### src/rtl/core_pkg.sv
// Core-side shared types used by data-memory peripherals.
package core_pkg;

  typedef struct packed {
    logic memRead;
    logic memWrite;
  } mem_ctrl_t;

endpackage

### src/rtl/ps2_kbd_pkg.sv
// Shared constants and types for the PS/2 keyboard MMIO receiver.
package ps2_kbd_pkg;

  // Word offsets decoded from i_addr[3:2]
  localparam logic [1:0] REG_DATA   = 2'd0;
  localparam logic [1:0] REG_STATUS = 2'd1;
  localparam logic [1:0] REG_CTRL   = 2'd2;
  localparam logic [1:0] REG_RSVD   = 2'd3;

  // STATUS register bit positions
  localparam int ST_NOT_EMPTY = 0;
  localparam int ST_OVERFLOW  = 1;
  localparam int ST_FRAME_ERR = 2;
  localparam int ST_OCC_LSB   = 8;

  localparam int CTRL_RX_EN = 0;

  typedef enum logic [1:0] {
    IDLE   = 2'd0,
    DATA   = 2'd1,
    PARITY = 2'd2,
    STOP   = 2'd3
  } ps2_state_e;

  // PS/2 uses odd parity across the eight data bits plus the parity bit.
  function automatic logic odd_parity_ok(input logic [7:0] data, input logic par);
    return ^{data, par};
  endfunction

endpackage

### src/rtl/ps2_rx_fifo.sv
// Synchronous scan-code FIFO; a pop on a full FIFO frees the slot for a same-cycle push.
module ps2_rx_fifo #(
  parameter int DEPTH = 8,
  parameter int WIDTH = 8
) (
  input  logic                     clk,
  input  logic                     rst,
  input  logic                     push,
  input  logic                     pop,
  input  logic [WIDTH-1:0]         din,
  output logic [WIDTH-1:0]         dout,
  output logic                     full,
  output logic                     empty,
  output logic [$clog2(DEPTH):0]   count,
  output logic                     overflow
);

  localparam int AW = $clog2(DEPTH);
  localparam logic [AW:0] DEPTH_L = (AW+1)'(DEPTH);

  logic [WIDTH-1:0] mem [DEPTH];
  logic [AW-1:0]    wr_ptr;
  logic [AW-1:0]    rd_ptr;
  logic [AW:0]      cnt;
  logic             pop_ok;
  logic             push_ok;

  assign empty    = (cnt == '0);
  assign full     = (cnt == DEPTH_L);
  assign pop_ok   = pop && !empty;
  assign push_ok  = push && (!full || pop_ok);
  assign overflow = push && !push_ok;
  assign count    = cnt;
  assign dout     = mem[rd_ptr];

  always_ff @(posedge clk or posedge rst) begin
    if (rst) begin
      wr_ptr <= '0;
      rd_ptr <= '0;
      cnt    <= '0;
    end else begin
      if (push_ok) wr_ptr <= wr_ptr + 1'b1;
      if (pop_ok)  rd_ptr <= rd_ptr + 1'b1;
      case ({push_ok, pop_ok})
        2'b10:   cnt <= cnt + 1'b1;
        2'b01:   cnt <= cnt - 1'b1;
        default: cnt <= cnt;
      endcase
    end
  end

  // Storage is not reset; only the pointers define validity.
  always_ff @(posedge clk) begin
    if (push_ok) mem[wr_ptr] <= din;
  end

endmodule

### src/rtl/ps2_kbd_mmio.sv
// Memory-mapped PS/2 keyboard receiver with scan-code FIFO and W1C status.
// Optional build macro PS2_KBD_PARITY_CHECK_EN drops bytes with bad parity.
module ps2_kbd_mmio
  import core_pkg::*;
  import ps2_kbd_pkg::*;
#(
  parameter int FIFO_DEPTH  = 8,
  parameter int TIMEOUT_CYC = 5000
) (
  input  logic        i_clk,
  input  logic        i_reset,
  input  logic        i_ps2_clk,
  input  logic        i_ps2_data,
  input  mem_ctrl_t   i_ctrl,
  input  logic [31:0] i_addr,
  input  logic [31:0] i_writeData,
  output logic [31:0] o_readData,
  output logic        o_irq,
  output ps2_state_e  o_dbg_state
);

  localparam int CW = $clog2(FIFO_DEPTH) + 1;
  localparam int TW = $clog2(TIMEOUT_CYC + 1);
  localparam logic [TW-1:0] TMO_MAX = TW'(TIMEOUT_CYC);

  // Handshake: a load or store is a single-cycle strobe (memRead/memWrite);
  // there is no ready/stall, the access completes on the clock edge ending it.

  logic [1:0] clk_sync;
  logic [1:0] data_sync;
  logic       clk_prev;
  logic       ps2_fall;
  logic       ps2_bit;

  always_ff @(posedge i_clk or posedge i_reset) begin
    if (i_reset) begin
      clk_sync  <= 2'b11;
      data_sync <= 2'b11;
      clk_prev  <= 1'b1;
    end else begin
      clk_sync  <= {clk_sync[0], i_ps2_clk};
      data_sync <= {data_sync[0], i_ps2_data};
      clk_prev  <= clk_sync[1];
    end
  end

  assign ps2_fall = clk_prev & ~clk_sync[1];
  assign ps2_bit  = data_sync[1];

  ps2_state_e      state, state_d;
  logic [2:0]      bit_cnt, bit_cnt_d;
  logic [7:0]      shift_q, shift_d;
  logic            parity_q, parity_d;
  logic [TW-1:0]   tmo_cnt, tmo_d;
  logic            rx_en_q;
  logic            parity_good;
  logic            rx_push;
  logic            frame_bad;

`ifdef PS2_KBD_PARITY_CHECK_EN
  assign parity_good = odd_parity_ok(shift_q, parity_q);
`else
  assign parity_good = 1'b1;
  logic unused_parity;
  assign unused_parity = parity_q;
`endif

  always_ff @(posedge i_clk or posedge i_reset) begin
    if (i_reset) begin
      state    <= IDLE;
      bit_cnt  <= '0;
      shift_q  <= '0;
      parity_q <= 1'b0;
      tmo_cnt  <= '0;
    end else begin
      state    <= state_d;
      bit_cnt  <= bit_cnt_d;
      shift_q  <= shift_d;
      parity_q <= parity_d;
      tmo_cnt  <= tmo_d;
    end
  end

  always_comb begin
    state_d   = state;
    bit_cnt_d = bit_cnt;
    shift_d   = shift_q;
    parity_d  = parity_q;
    tmo_d     = tmo_cnt;
    rx_push   = 1'b0;
    frame_bad = 1'b0;
    if (!rx_en_q) begin
      state_d = IDLE;
      tmo_d   = '0;
    end else if (state != IDLE && tmo_cnt == TMO_MAX) begin
      // Stalled partial frame is abandoned silently.
      state_d = IDLE;
      tmo_d   = '0;
    end else begin
      if (state != IDLE) tmo_d = ps2_fall ? '0 : tmo_cnt + 1'b1;
      if (ps2_fall) begin
        case (state)
          IDLE: begin
            if (!ps2_bit) begin
              state_d   = DATA;
              bit_cnt_d = '0;
              tmo_d     = '0;
            end
          end
          DATA: begin
            shift_d   = {ps2_bit, shift_q[7:1]};
            bit_cnt_d = bit_cnt + 1'b1;
            if (bit_cnt == 3'd7) state_d = PARITY;
          end
          PARITY: begin
            parity_d = ps2_bit;
            state_d  = STOP;
          end
          STOP: begin
            if (ps2_bit && parity_good) rx_push   = 1'b1;
            else                        frame_bad = 1'b1;
            state_d = IDLE;
          end
          default: state_d = IDLE;
        endcase
      end
    end
  end

  assign o_dbg_state = state;

  logic [7:0]    fifo_dout;
  logic          fifo_full;
  logic          fifo_empty;
  logic [CW-1:0] fifo_count;
  logic          fifo_ovf;
  logic          data_pop;
  logic [1:0]    sel;
  logic          store_status;
  logic          store_ctrl;

  assign sel          = i_addr[3:2];
  assign data_pop     = i_ctrl.memRead && (sel == REG_DATA);
  assign store_status = i_ctrl.memWrite && (sel == REG_STATUS);
  assign store_ctrl   = i_ctrl.memWrite && (sel == REG_CTRL);

  ps2_rx_fifo #(
    .DEPTH (FIFO_DEPTH),
    .WIDTH (8)
  ) u_fifo (
    .clk      (i_clk),
    .rst      (i_reset),
    .push     (rx_push),
    .pop      (data_pop),
    .din      (shift_q),
    .dout     (fifo_dout),
    .full     (fifo_full),
    .empty    (fifo_empty),
    .count    (fifo_count),
    .overflow (fifo_ovf)
  );

  logic overflow_q;
  logic frame_err_q;

  // A new error event in the same cycle as a W1C clear keeps the bit set.
  always_ff @(posedge i_clk or posedge i_reset) begin
    if (i_reset) begin
      overflow_q  <= 1'b0;
      frame_err_q <= 1'b0;
      rx_en_q     <= 1'b1;
    end else begin
      overflow_q  <= fifo_ovf  | (overflow_q  & ~(store_status & i_writeData[ST_OVERFLOW]));
      frame_err_q <= frame_bad | (frame_err_q & ~(store_status & i_writeData[ST_FRAME_ERR]));
      if (store_ctrl) rx_en_q <= i_writeData[CTRL_RX_EN];
    end
  end

  always_comb begin
    o_readData = '0;
    if (i_ctrl.memRead) begin
      case (sel)
        REG_DATA: begin
          if (!fifo_empty) o_readData[7:0] = fifo_dout;
        end
        REG_STATUS: begin
          o_readData[ST_NOT_EMPTY]         = !fifo_empty;
          o_readData[ST_OVERFLOW]          = overflow_q;
          o_readData[ST_FRAME_ERR]         = frame_err_q;
          o_readData[ST_OCC_LSB +: CW]     = fifo_count;
        end
        REG_CTRL: o_readData[CTRL_RX_EN] = rx_en_q;
        default:  o_readData = '0;
      endcase
    end
  end

  assign o_irq = !fifo_empty;

  logic unused_bits;
  assign unused_bits = ^{i_addr[31:4], i_addr[1:0], i_writeData[31:3], fifo_full};

endmodule

### config.mk
export PLATFORM = sky130hd
export DESIGN_NAME = ps2_kbd_mmio
export DESIGN_NICKNAME = d
export VERILOG_FILES = /design/src/rtl/core_pkg.sv /design/src/rtl/ps2_kbd_pkg.sv /design/src/rtl/ps2_rx_fifo.sv /design/src/rtl/ps2_kbd_mmio.sv
export SDC_FILE = /design/constraint.sdc
export NUM_CORES = 1
export LEC_CHECK = 0
export BUFFER_PORTS_ARGS = -buffer_cell sky130_fd_sc_hd__buf_4
export CAP_MARGIN = 5
export CORE_MARGIN = 4
export CORE_UTILIZATION = 35
export DETAILED_ROUTE_END_ITERATION = 6
export HOLD_SLACK_MARGIN = 0.15
export PLACE_DENSITY = 0.58
export SKIP_LAST_GASP = 1
export SYNTH_ARGS = -nofsm -noshare
export SYNTH_HDL_FRONTEND = slang
export SYNTH_SLANG_ARGS = --single-unit
### constraint.sdc
create_clock -name i_clk -period 7.95 [get_ports i_clk]
set_input_delay 0.795 -clock i_clk [delete_from_list [all_inputs] [get_ports i_clk]]
set_output_delay 0.795 -clock i_clk [all_outputs]
set_load 0.02 [all_outputs]
# Word-level counts from Yosys, hierarchy flattened
# Memories as Yosys holds them, arrays and structs flattened.
# Index checks and enable logic that the tools add are counted.
# op_classes
addsub	6
mul	0
div_mod_pow	0
n_lt_le_gt_ge	0
n_eq_ne	14
shift	0
n_mux	34
bitwise_logic	11
n_reduce_logical	20
# op_table
cell	n
$mux W13	7
$add A13 B1 Y13 const B	1
$eq A13 B13 Y1 const B	1
$mux W1	12
$mux W12	1
$mux W2	5
$add A3 B1 Y3 const B	3
$eq A2 B2 Y1 const B	4
$mux W8	1
$ne A4 B4 Y1 const B	2
$pmux W2 S4	1
$pmux W4 S2	1
$logic_and A1 B1 Y1	7
$eq A2 B1 Y1 const B	3
$pmux W3 S2	1
$reduce_bool A2 Y1	3
$and A1 B1 Y1	5
$mux W5	1
$reduce_and A5 Y1	1
$add A4 B1 Y4 const B	1
$eq A4 B4 Y1 const B	1
$logic_not A2 Y1	2
$logic_not A4 Y1	1
$mux W4	1
other kinds (13)	19
# totals
ff_bits	44
latchBits	0
mem_bits_rw	64
romBits	0
in_bits	70
n_memories	1
# mem_list
name	depth	width	read_ports	rd_clocked_by_memory_dff	write_ports	line_no	rtl
u_fifo.mem	8	8	1	0	1	ps2_rx_fifo.sv:21	logic [WIDTH-1:0] mem [DEPTH];

# Longest topological paths before layout
# depth
ltp_word	9
ltp_mapped	15
ltp_nobuf	12

# Hierarchy
# A second synthesis with hierarchy kept.
# unflattened
hier_cells	350
area_unflattened_um2	5081.1
# modules_own_cells
mod	n_inst	cells_per_inst	area_each_um2
ps2_rx_fifo	1	166	3156.8
ps2_kbd_mmio	1	184	1924.3

# Worst setup path before layout
# OpenSTA, ideal clock, no wires.
# synth_timing
path_kind	input-to-reg
startpoint	input i_addr[3]
endpoint	memory u_fifo.mem[2][0] (enable)
setup_time_ns	0.398
t_arrival_ns	2.738
slack_ns	4.814
path_stages	5
path_buffers	1
path_cell_list	or3b_2 -> and3_1 -> nand3b_1 -> buf_2 -> nor4b_1
# synth_between
elab_chain_cells	7
# synth_lines
element	line_no	rtl
start, declared	ps2_kbd_mmio.sv:15	input logic [31:0] i_addr,
$logic_not A2 Y1	ps2_kbd_mmio.sv:143	assign data_pop = i_ctrl.memRead && (sel == REG_DATA);
$logic_and A1 B1 Y1	ps2_kbd_mmio.sv:143	
$logic_and A1 B1 Y1	ps2_rx_fifo.sv:30	assign pop_ok = pop && !empty;
$logic_or A1 B1 Y1	ps2_rx_fifo.sv:31	assign push_ok = push && (!full || pop_ok);
$logic_and A1 B1 Y1	ps2_rx_fifo.sv:31	
$mux W1	ps2_rx_fifo.sv:54	if (push_ok) mem[wr_ptr] <= din;
$mux W1 (not written as such)	ps2_rx_fifo.sv:54	
end, declared	ps2_rx_fifo.sv:21	
# No other way between the ends.

# Final worst setup path
# layout_timing
startpoint	register state[0] (netlist: o_dbg_state[0])
endpoint	memory u_fifo.mem[2][1] (enable)
# layout_between
elab_chain_cells	8
elab_cells_between_ends	10
# layout_lines
element	line_no	rtl
start, declared	ps2_kbd_mmio.sv:50	ps2_state_e state, state_d;
start signal, assigned	ps2_kbd_mmio.sv:76	state <= state_d;
$eq A2 B2 Y1	ps2_kbd_mmio.sv:102	case (state)
$mux W1	ps2_kbd_mmio.sv:102	
$mux W1	ps2_kbd_mmio.sv:101	if (ps2_fall) begin
$mux W1 *	ps2_kbd_mmio.sv:95	end else if (state != IDLE && tmo_cnt == TMO_MAX) begin
$mux W1 *	ps2_kbd_mmio.sv:92	if (!rx_en_q) begin
$logic_and A1 B1 Y1 *	ps2_rx_fifo.sv:31	
$mux W1 *	ps2_rx_fifo.sv:54	
$mux W1 (not written as such) *	ps2_rx_fifo.sv:54	
# Mark *: on every way between the ends. The rest lies on a longest branch, timed or not.

==> flow_metrics.env <==
export IMPL_ff2ff_path_depth=7
export IMPL_fin_setup_tns_ns=0
export IMPL_clock_latency_ns=0.34
export IMPL_cts_max_level=3
export IMPL_fmax_ghz=0.2875
export IMPL_io_pins=105
export IMPL_period_share_pct=43.75
export IMPL_clock_sinks=108
export IMPL_hold_class="reg -> reg"
export IMPL_grt_pass1_wl_um=14050
export IMPL_viasPerCell=4.849
export IMPL_ys_ff_latch=108
export IMPL_routed_wl_um=8528
export IMPL_grt_antenna_before_repair=0
export IMPL_initial_core_util_pct=36.36
export IMPL_detail_route_wl_per_cell_um=15.68
export IMPL_async_reset_ff_share_pct=40.74
export IMPL_worst_pin_slew_ns=1.096
export IMPL_rsz0062_at_grt="no"
export IMPL_finClkSkew_ns=0.009330
export IMPL_syn_inst=333
export IMPL_fin_cells=544
export IMPL_cp_arrival_ns=3.53
export IMPL_synth_seq_area_share_pct=61.96
export IMPL_clk_path_buf_depth=2
export IMPL_relSlewSlack_pct=26.91
export IMPL_ys_types=45
export IMPL_die_area_mm2=0.01593
export IMPL_postSynthAreaPerCell_um2=14.69
export IMPL_hold_viol=0
export IMPL_grt_use_total_pct=11.19
export IMPL_end_kind="register"
export IMPL_cp_required_ns=8.00
export IMPL_startpoint_type="register"
export IMPL_syn2layout_area_growth_pct=12.71
export IMPL_rows=42
export IMPL_antenna_left=0
export IMPL_p_total_mw=1.358
export IMPL_period_minus_slack_ns=3.478
export IMPL_worst_hold_slack_ns=0.3572
export IMPL_fin_nets=447
export IMPL_fin_util_pct=40.98
export IMPL_fin_ws_ns=4.472
export IMPL_ys_top_cells_by_area="edfxtp_1 39%, dfrtp_1 19%, mux4_2 7.4%, ha_1 3.6%, dfstp_2 3.2%"
export IMPL_cts_buffers=9
export IMPL_cts_tree="built"
export IMPL_final_max_slew_viol_count=0
export IMPL_drtIter0Drc=146
export IMPL_synth_area_leader_cell="edfxtp_1"
export IMPL_rrSetupSlack_ns=4.47
export IMPL_setup_viol_count_final=0
export IMPL_cellLeakagePower_nw=2.118
export IMPL_place_hpwl_um=5777
export IMPL_cts_resized=0
export IMPL_vias=2638
export IMPL_io_buffers=25
export IMPL_drc_errors=0
export IMPL_routabilityCongestion=0.7369
export IMPL_syn_cell_area_mm2=0.004891
export IMPL_cts_root_buf="clkbuf_16"
export IMPL_synth_top_area_share_pct=39.29
export IMPL_antenna_cells=0
export IMPL_drive_gt1_share_pct=23.91
export IMPL_synthFlopType="edfxtp_1"
export IMPL_min_delay_path_depth=0
export IMPL_worst_setup_path_type="reg -> reg"
export IMPL_max_cap_viol_count=0
export IMPL_max_vdd_ir_drop_uv=102.9
export IMPL_place_area_mm2=0.005213
export IMPL_dp_slack_ns=4.293
export IMPL_power_density_mw_per_mm2=246.4
export IMPL_synth_edf_count=64
export IMPL_dp_cells=528
export IMPL_clk_pin_slew_ns=0.07
export IMPL_yosysWarnings=0
export IMPL_die_h_um=126.2
export IMPL_crit_fanout=12
export IMPL_grt_ovfl_total=0
export IMPL_grt_pass1_vias=2686
export IMPL_hold_buffers=0
export IMPL_stdcell_area_mm2=0.005513
export IMPL_status="completed"
export IMPL_drtPass1Iterations=4
export IMPL_grt_max_degree=45
export IMPL_cts_setup_buffers=0
export IMPL_die_x_um=126.2
export IMPL_coreArea_mm2=0.01345
-- final cells by class --
type | instances | area [um2]
tap | 176 | 220.2
inverter | 11 | 41.29
clock inverter | 5 | 36.28
timing repair buffer | 33 | 247.7
fill | 1246 | 7940
clock buffer | 11 | 264.0
multi-input combinational | 200 | 1673
sequential | 108 | 3030
-- critical path, cell delays in order, from the launching register on --
cell	delay, ns
dfrtp_1	0.41
inv_1	0.14
ha_1	0.38
or3_1	0.17
o41a_1	0.37
nand3b_1	0.47
nor4b_1	0.95
buf_4	0.30
-- power by group --
group          internal [mW]  total [mW]  switching, mW
registers              0.621       0.707         0.0856
logic                  0.126       0.210         0.0843
clock network          0.243       0.441          0.198
-- synth_stat cells (8+ instances only) --
library cell and number:
mux4_2 16, nand2_1 17, inv_1 11, nand4b_1 8, edfxtp_1 64, buf_4 20, mux2i_1 8, nor2_1 23
xnor2_1 14, dfrtp_1 38, ha_1 14, mux2_4 8, nor4_1 8
-- cells in the final DEF (no fill, tap or decap), drive strengths merged, types with 14 or more instances in the layout --
master	count
mux4	16
xnor2	14
nor2	23
dfrtp	38
conb	20
ha	14
buf	33
inv	14
nand2	17
edfxtp	64
-- worst paths after layout --
| path | to | from |
|---|---|---|
| max | u_fifo.mem[2][1] | o_dbg_state[0] |
| min | clk_sync[1] | clk_sync[0] |
| max reg2reg | u_fifo.mem[2][1] | o_dbg_state[0] |
| min reg2reg | clk_sync[1] | clk_sync[0] |
| max in group asynchronous | o_dbg_state[1] | i_reset |
| min in group asynchronous | u_fifo.count[2] | i_reset |
-- per-layer routing --
layer / global-route usage, % / up-vias / routed length [um]
li1: - / 1235 / -
met1: 13.78 / 1350 / 3648
met2: 19.56 / 43 / 4449
met3: 2.540 / 10 / 302
met4: 3.533 / 0 / 127
met5: 0 / - / 0
-- registers in the layout (all words and copies together) (netlist names), 2 cells and up --
| signal | count |
|---|---|
| u_fifo.rd_ptr | 3 |
| tmo_cnt | 13 |
| bit_cnt | 3 |
| clk_sync | 2 |
| o_dbg_state | 2 |
| u_fifo.count | 4 |
| u_fifo.mem | 64 |
| u_fifo.wr_ptr | 3 |
| data_sync | 2 |
| shift_q | 8 |
-- cell families (layout without fill, tap and decap cells) --
kind of cell / after synthesis / count (layout) / synth area share, %
compound gates: 15 / 15 / 2.123
xor+xnor: 21 / 21 / 3.761
fa+ha+maj: 14 / 14 / 3.582
buf+inv: 44 / 60 / 5.295
flops: 108 / 108 / 61.96
mux: 37 / 37 / 12.61
other cells: 1 / 20 / 0.07667
simple gates: 93 / 93 / 10.59
(Power assumes the default switching activity.)
